## config.mk

```make
export PLATFORM = sky130hd
export DESIGN_NAME = rv_lsu_flat
export DESIGN_NICKNAME = d
export VERILOG_FILES = /design/src/rtl/rv_pkg.sv /design/src/rtl/rv_lsu_if.sv /design/src/rtl/rv_lsu.sv /design/src/flat_wrapper.sv
export SDC_FILE = /design/constraint.sdc
export NUM_CORES = 1
export LEC_CHECK = 0
export ABC_AREA = 1
export CAP_MARGIN = 20
export CORE_MARGIN = 1
export CORE_UTILIZATION = 38
export CTS_CLUSTER_DIAMETER = 80
export DETAILED_ROUTE_END_ITERATION = 16
export HOLD_SLACK_MARGIN = 0.02
export MAX_ROUTING_LAYER = met4
export PLACE_DENSITY = 0.83
export SETUP_SLACK_MARGIN = 0.5
export SLEW_MARGIN = 10
export SYNTH_ARGS = -nofsm -noshare
export SYNTH_HDL_FRONTEND = slang
export SYNTH_SLANG_ARGS = --single-unit
```

## constraint.sdc

```tcl
create_clock -name clk_i -period 1.4 [get_ports clk_i]
set_clock_uncertainty 0.1 [all_clocks]
set_input_delay 0.21 -clock clk_i [delete_from_list [all_inputs] [get_ports clk_i]]
set_output_delay 0.21 -clock clk_i [all_outputs]
set_load 0.1 [all_outputs]
```

## src/rtl/rv_pkg.sv

```systemverilog
// rv_pkg: shared constants for the RV32IM core.
package rv_pkg;
   localparam int XLEN = 32;
endpackage

```

## src/rtl/rv_lsu_if.sv

```systemverilog
// rv_lsu_if: data memory bus between the load/store unit (master) and the data RAM (slave).
interface rv_lsu_if;
   logic                         data_req_o;
   logic                         data_we_o;
   logic [rv_pkg::XLEN/8-1:0]    data_be_o;
   logic [rv_pkg::XLEN-1:0]      data_addr_o;
   logic [rv_pkg::XLEN-1:0]      data_wdata_o;
   logic                         data_rvalid_i;
   logic [rv_pkg::XLEN-1:0]      data_rdata_i;

   modport master (
      output data_req_o, data_we_o, data_be_o, data_addr_o, data_wdata_o,
      input  data_rvalid_i, data_rdata_i
   );

   modport slave (
      input  data_req_o, data_we_o, data_be_o, data_addr_o, data_wdata_o,
      output data_rvalid_i, data_rdata_i
   );
endinterface

```

## src/rtl/rv_lsu.sv

```systemverilog
// rv_lsu: load/store unit, initiator side of the data memory bus.
// One load or store in flight; the bus outputs are registered at accept and held
// until the memory responds. Load data is lane-extracted and sign/zero-extended.
// Optional feature: define RV_LSU_MISALIGN_EN to complete misaligned half/word
// requests locally (flagged on lsu_misalign_o) instead of issuing them.
//
// state   | meaning
// --------+-------------------------------------------------------------
// IDLE    | nothing in flight, ready for a request
// WAIT    | request on the bus, waiting for data_rvalid_i
// RELEASE | completion pulse; data_req_o low so the memory resets its response path
module rv_lsu (
   input  logic                     clk_i,
   input  logic                     rst_i,
   input  logic                     lsu_req_i,
   input  logic                     lsu_we_i,
   input  logic [1:0]               lsu_size_i,
   input  logic                     lsu_unsigned_i,
   input  logic [rv_pkg::XLEN-1:0]  lsu_addr_i,
   input  logic [rv_pkg::XLEN-1:0]  lsu_wdata_i,
   output logic                     lsu_ready_o,
   output logic                     lsu_rvalid_o,
   output logic [rv_pkg::XLEN-1:0]  lsu_rdata_o,
   output logic                     lsu_misalign_o,
   rv_lsu_if.master                 data_if
);
   localparam int XLEN = rv_pkg::XLEN;

   typedef enum logic [1:0] {
      S_IDLE    = 2'd0,
      S_WAIT    = 2'd1,
      S_RELEASE = 2'd2
   } state_t;

   state_t              r_state;
   logic [1:0]          r_size;
   logic                r_unsigned;
   logic [1:0]          r_off;
   logic                r_req;
   logic                r_we;
   logic [XLEN/8-1:0]   r_be;
   logic [XLEN-1:0]     r_addr;
   logic [XLEN-1:0]     r_wdata;
   logic                r_rvalid;
   logic                r_misalign;
   logic [XLEN-1:0]     r_rdata;

   logic [XLEN/8-1:0]   w_be;
   logic [XLEN-1:0]     w_wdata;
   logic                w_misalign;
   logic [7:0]          w_byte;
   logic [15:0]         w_half;
   logic [XLEN-1:0]     w_ext;

`ifdef RV_LSU_MISALIGN_EN
   assign w_misalign = ((lsu_size_i == 2'b01) && lsu_addr_i[0]) ||
                       (lsu_size_i[1] && (lsu_addr_i[1:0] != 2'b00));
`else
   assign w_misalign = 1'b0;
`endif

   // Byte enables and lane-replicated store data for the incoming request.
   always_comb begin
      w_be    = 4'b1111;
      w_wdata = lsu_wdata_i;
      if (lsu_we_i) begin
         case (lsu_size_i)
            2'b00: begin
               w_be    = 4'b0001 << lsu_addr_i[1:0];
               w_wdata = {4{lsu_wdata_i[7:0]}};
            end
            2'b01: begin
               w_be    = lsu_addr_i[1] ? 4'b1100 : 4'b0011;
               w_wdata = {2{lsu_wdata_i[15:0]}};
            end
            default: begin
               w_be    = 4'b1111;
               w_wdata = lsu_wdata_i;
            end
         endcase
      end
   end

   assign w_byte = data_if.data_rdata_i[{r_off, 3'b000} +: 8];
   assign w_half = data_if.data_rdata_i[{r_off[1], 4'b0000} +: 16];

   // Lane extraction and extension of the returned word using the latched request shape.
   always_comb begin
      w_ext = data_if.data_rdata_i;
      case (r_size)
         2'b00:   w_ext = r_unsigned ? {24'd0, w_byte} : {{24{w_byte[7]}}, w_byte};
         2'b01:   w_ext = r_unsigned ? {16'd0, w_half} : {{16{w_half[15]}}, w_half};
         default: w_ext = data_if.data_rdata_i;
      endcase
   end

   // Transaction FSM with all bus and completion outputs registered.
   always_ff @(posedge clk_i) begin
      if (rst_i) begin
         r_state    <= S_IDLE;
         r_size     <= 2'b00;
         r_unsigned <= 1'b0;
         r_off      <= 2'b00;
         r_req      <= 1'b0;
         r_we       <= 1'b0;
         r_be       <= '0;
         r_addr     <= '0;
         r_wdata    <= '0;
         r_rvalid   <= 1'b0;
         r_misalign <= 1'b0;
         r_rdata    <= '0;
      end else begin
         r_rvalid   <= 1'b0;
         r_misalign <= 1'b0;
         case (r_state)
            S_IDLE, S_RELEASE: begin
               if (lsu_req_i) begin
                  if (w_misalign) begin
                     // Never reaches memory: complete next cycle with the flag set.
                     r_state    <= S_RELEASE;
                     r_rvalid   <= 1'b1;
                     r_misalign <= 1'b1;
                     r_rdata    <= '0;
                  end else begin
                     r_state    <= S_WAIT;
                     r_req      <= 1'b1;
                     r_we       <= lsu_we_i;
                     r_be       <= w_be;
                     r_addr     <= {lsu_addr_i[XLEN-1:2], 2'b00};
                     r_wdata    <= w_wdata;
                     r_size     <= lsu_size_i;
                     r_unsigned <= lsu_unsigned_i;
                     r_off      <= lsu_addr_i[1:0];
                  end
               end else begin
                  r_state <= S_IDLE;
               end
            end
            S_WAIT: begin
               if (data_if.data_rvalid_i) begin
                  r_state  <= S_RELEASE;
                  r_req    <= 1'b0;
                  r_rvalid <= 1'b1;
                  r_rdata  <= r_we ? '0 : w_ext;
               end
            end
            default: begin
               r_state <= S_IDLE;
               r_req   <= 1'b0;
            end
         endcase
      end
   end

   assign lsu_ready_o          = (r_state == S_IDLE) || (r_state == S_RELEASE);
   assign lsu_rvalid_o         = r_rvalid;
   assign lsu_rdata_o          = r_rdata;
   assign lsu_misalign_o       = r_misalign;
   assign data_if.data_req_o   = r_req;
   assign data_if.data_we_o    = r_we;
   assign data_if.data_be_o    = r_be;
   assign data_if.data_addr_o  = r_addr;
   assign data_if.data_wdata_o = r_wdata;

endmodule

```

## src/flat_wrapper.sv

```systemverilog
// flat-port wrapper written by rule: the top's interface ports become plain ports
module rv_lsu_flat 
  (clk_i, rst_i, lsu_req_i, lsu_we_i, lsu_size_i, lsu_unsigned_i, lsu_addr_i, lsu_wdata_i, lsu_ready_o, lsu_rvalid_o, lsu_rdata_o, lsu_misalign_o, data_if_data_req_o, data_if_data_we_o, data_if_data_be_o, data_if_data_addr_o, data_if_data_wdata_o, data_if_data_rvalid_i, data_if_data_rdata_i);
  rv_lsu_if data_if_i ();
  input  logic clk_i;
  input  logic rst_i;
  input  logic lsu_req_i;
  input  logic lsu_we_i;
  input  logic [1:0] lsu_size_i;
  input  logic lsu_unsigned_i;
  input  logic [rv_pkg::XLEN-1:0] lsu_addr_i;
  input  logic [rv_pkg::XLEN-1:0] lsu_wdata_i;
  output logic lsu_ready_o;
  output logic lsu_rvalid_o;
  output logic [rv_pkg::XLEN-1:0] lsu_rdata_o;
  output logic lsu_misalign_o;
  output wire logic [$bits(data_if_i.data_req_o)-1:0] data_if_data_req_o;
  output wire logic [$bits(data_if_i.data_we_o)-1:0] data_if_data_we_o;
  output wire logic [$bits(data_if_i.data_be_o)-1:0] data_if_data_be_o;
  output wire logic [$bits(data_if_i.data_addr_o)-1:0] data_if_data_addr_o;
  output wire logic [$bits(data_if_i.data_wdata_o)-1:0] data_if_data_wdata_o;
  input wire logic [$bits(data_if_i.data_rvalid_i)-1:0] data_if_data_rvalid_i;
  input wire logic [$bits(data_if_i.data_rdata_i)-1:0] data_if_data_rdata_i;
  assign data_if_data_req_o = data_if_i.data_req_o;
  assign data_if_data_we_o = data_if_i.data_we_o;
  assign data_if_data_be_o = data_if_i.data_be_o;
  assign data_if_data_addr_o = data_if_i.data_addr_o;
  assign data_if_data_wdata_o = data_if_i.data_wdata_o;
  assign data_if_i.data_rvalid_i = data_if_data_rvalid_i;
  assign data_if_i.data_rdata_i = data_if_data_rdata_i;
  rv_lsu u_core (.clk_i(clk_i), .rst_i(rst_i), .lsu_req_i(lsu_req_i), .lsu_we_i(lsu_we_i), .lsu_size_i(lsu_size_i), .lsu_unsigned_i(lsu_unsigned_i), .lsu_addr_i(lsu_addr_i), .lsu_wdata_i(lsu_wdata_i), .lsu_ready_o(lsu_ready_o), .lsu_rvalid_o(lsu_rvalid_o), .lsu_rdata_o(lsu_rdata_o), .lsu_misalign_o(lsu_misalign_o), .data_if(data_if_i));
endmodule
```

==> metrics, run 1 <==
status stopped before the end; Fail Step global routing (5_1_grt); Stop Error [ERROR DPL-0033] detailed placement checks failed during check placement.; H-tree levels 3; IO Pins 209; Die Width around 110 microns; GP Congestion 0.9313; area share of the leading cell type in the synthesized netlist 46.08%; Worst EP kind sequential cell input; row count 40; root buf cell clkbuf_16; top cells by count, synth nor2_1, nand2_1, dfxtp_1, o21ai_0, a21oi_1; Placement Setup Slack -389.3 ps; syn_area_per_cell 7.034 sq um; most instantiated library cell after synthesis nor2_1; largest net degree at the start of global routing 42; CTS Buf Count 9; antenna violations before repair 0; GRT repair_timing worst endpoint u_core.lsu_rdata_o[14]$_SDFFE_PP0P_/D; largest area contributor in the netlist dfxtp_1; FFs w/ async S/R, synth 0%; Cells after Synth 667; Mapped Area 0.004692 sq mm; CTS Sinks 108; CTS Buffer Depth 2; Ys Warns 0; sequential element share of the synthesized area 46.08%; largest cells by area after synthesis dfxtp_1, nor2_1, o21ai_0; Die H 113.1 microns; Post-Place Cell Area 0.008413 sq mm; Initial Utilization 39.06%; number of synthesized flops with an enable pin 0; post-synthesis register bit count about 110; # port buffers between 200 and 250; dpl hpwl 13230 microns; Main synth FF type dfxtp_1; synth unique cells 27
==> through the flow <==
stage | hold WS (ps) | cells | TNS, ps
floorplan | 260.4 | 669 | -5.149
global placement | 377.5 | 1032 | -18850
detailed placement | 375.8 | 1032 | -21720
CTS | 153.4 | 1119 | -341.4
==> cells by family after synthesis <==
logic type | after synthesis | synth area share [%]
AND/OR/NAND/NOR | 299 | 26.13
AO/OA/AOI/OAI | 184 | 20.56
flip-flops | 108 | 46.08
buffers and inverters | 75 | 7.146
other | 1 | 0.07992
==> timing repair <==
action                     4_1_cts
hold buffers                     0
pin swaps                       49
buffers inserted                55
gates cloned                    16
setup endpoints to repair      210
resized for setup              322
==> run 2: changes to the inputs <==
--- a/config.mk
+++ b/config.mk
@@ -8,13 +8,9 @@
 export ABC_AREA = 1
 export CAP_MARGIN = 20
 export CORE_MARGIN = 1
-export CORE_UTILIZATION = 38
-export CTS_CLUSTER_DIAMETER = 80
+export CORE_UTILIZATION = 40
 export DETAILED_ROUTE_END_ITERATION = 16
-export HOLD_SLACK_MARGIN = 0.02
-export MAX_ROUTING_LAYER = met4
-export PLACE_DENSITY = 0.83
-export SETUP_SLACK_MARGIN = 0.5
+export PLACE_DENSITY_LB_ADDON = 0.15
 export SLEW_MARGIN = 10
 export SYNTH_ARGS = -nofsm -noshare
 export SYNTH_HDL_FRONTEND = slang
==> constraint.sdc (replaced) <==
create_clock -name clk_i -period 1.8 [get_ports clk_i]
set_clock_uncertainty 0.1 [all_clocks]
set_input_delay 0.27 -clock clk_i [delete_from_list [all_inputs] [get_ports clk_i]]
set_output_delay 0.27 -clock clk_i [all_outputs]
set_load 0.1 [all_outputs]
==> metrics, run 2 <==
status finished clean; fin nets 963; Critical Path AT 1780 ps; Final period util 89.90%; root buf cell clkbuf_16; CP Capture Type register; wire per inst 15.44 microns; routed vias/inst 5.210; reg2reg setup slack 180 ps; CP most frequent cell nand2_1; Worst Setup Start Kind register; setup violators final 0; Ys Warns 0; CTS tree yes; Main synth FF type dfxtp_1; Worst EP required approximately 2000 ps; Max stage delay cell, worst path dfxtp_1; largest net degree at the start of global routing just under 70; Resized cells post-CTS 0; PD cells just over 900 mW/mm^2; CTS Buffer Depth 2; sequential element share of the synthesized area about 46%; CTS Hold Buffers Added 0; share of layout cells above drive strength 1 between 10% and 20%; setup bufs post-CTS 0; post-synthesis register bit count 108; RSZ-0062 raised after global routing false; total grt overflow 0; Max VDD drop roughly 640 uV; CTS Sinks 108; Clk Latency, worst-skew pair 330 ps; antenna cells 0; most instantiated library cell after synthesis nor2_1; Die H 110.3 microns; Die Width 110.3 microns; number of synthesized flops with an enable pin 0; total number of vias 5241; Initial Utilization 41.09%; most frequent cells in the layout nor2_1, nand2_1, buf_12; Post-DRT Antenna Nets 0; Initial DRC Count 264; GP Congestion 0.9704; FFs w/ async S/R, synth 0%; drt total wl 15530 microns; CP Class reg -> reg; largest area contributor in the netlist dfxtp_1; Cells after Synth 667; cell-by-cell trace of the critical path buf_4 -> nand2_1 -> nand2_2 -> nand2_1 -> nand2_2 -> nand2_4 -> nand3_4 -> nand2_1 -> a21oi_1; Final Hold Vio Count 0; Mapped Area 0.004692 sq mm; Buffers & Inverters on Critical Path 1; syn_area_per_cell roughly 7.0 sq um; CTS clk-pin slew, worst paths about 70 ps; synth unique cells 27; # port buffers 205; IO Pins 209; Core Footprint between 0.01 and 0.015 sq mm; first-pass GRT wire length ~24000 microns; Post-Place Cell Area 0.007961 sq mm; First-pass DRT Iterations 5; GRT Total Usage 25.94%; critical path's top delay family simple AND/OR/NAND/NOR gates; max_cap viols 0; top cells by count, synth nor2_1, nand2_1, dfxtp_1, o21ai_0, a21oi_1; FMAX 0.6180 GHz; most common cell after layout, fill and taps aside nor2_1; H-tree levels 3; Min Hold Slack 403.2 ps; Leak 3.372 nW; worst hold-check path type reg -> reg; CTS Buf Count 9; Tmin final 1618 ps; row count 39; dpl hpwl 11610 microns; antenna violations before repair 0; Non-Filler Cell Area, Final 0.008269 sq mm; vias in the first global route 5031; P&R area growth vs syn 76.24%; area share of the leading cell type in the synthesized netlist about 46%; drt drc 0; CP max stage delay 380 ps; die area about 0.012 sq mm; setup TNS 0 ps; maximum fanout along the worst path 17; largest cells by area after synthesis dfxtp_1, nor2_1, o21ai_0; max-slew violations 0
[run 2: cell counts after synthesis]
No cell type changed its count.
[run 2: metrics by stage]
step           power [mW]  instances  utilization [%]  worst slack, ps
6_report            7.586       1006            72.42            181.8
5_1_grt             7.859       1006            72.42            38.39
4_1_cts             7.616       1006            72.42            183.8
3_5_place_dp        5.541        991            69.72            20.57
3_3_place_gp        5.499        991            69.72            69.24
2_1_floorplan       4.379        669                -            83.60
[run 2: worst register-to-register path, cell delays in order, from the launching register on]
cell and delay (ps):
dfxtp_1 380, buf_4 220, nand2_1 90, nand2_2 90, nand2_1 60, nand2_2 100
nand2_4 90, nand3_4 170, nand2_1 90, a21oi_1 150
[run 2: worst paths after layout]
| kind | start | end | cells past startpoint |
|---|---|---|---|
| worst max-delay path | u_core.r_off[1] | u_core.lsu_rdata_o[23] | 9 |
| worst max register to register | u_core.r_off[1] | u_core.lsu_rdata_o[23] | 9 |
| worst min-delay path | u_core.lsu_rdata_o[14] | u_core.lsu_rdata_o[14] | 2 |
| worst min register to register | u_core.lsu_rdata_o[14] | u_core.lsu_rdata_o[14] | 2 |
[run 2: area by class of cell]
type	instances	area, sq um
Fill cell	884	3149
Tap cell	143	178.9
Clock buffer	11	232.7
Sequential cell	108	2163
Multi-Input combinational cell	486	2205
Clock inverter	4	75.07
Inverter	27	101.3
Timing Repair Buffer	227	3313
[run 2: report_power, final]
part           leakage (nW)  switching (mW)  internal [mW]
combinational          2.34            1.75           1.01
clock                 0.142           0.881           1.22
sequential            0.889           0.173           2.56
[run 2: metal layers]
layer | vias up | global-route usage, % | wire, microns
met2 | 232 | 46.14 | 7849
met1 | 2409 | 29.62 | 6025
met4 | 0 | 10.71 | 400
li1 | 2571 | - | -
met5 | - | 0 | 0
met3 | 29 | 6.173 | 1257
[run 2: cells by family after synthesis]
kind of cell,count (synthesis),share of synthesized area (%)
buf+inv,75,7.146
simple gates,299,26.13
compound gates,184,20.56
flops,108,46.08
other cells,1,0.07992
Power figures use the tool's default switching activity.
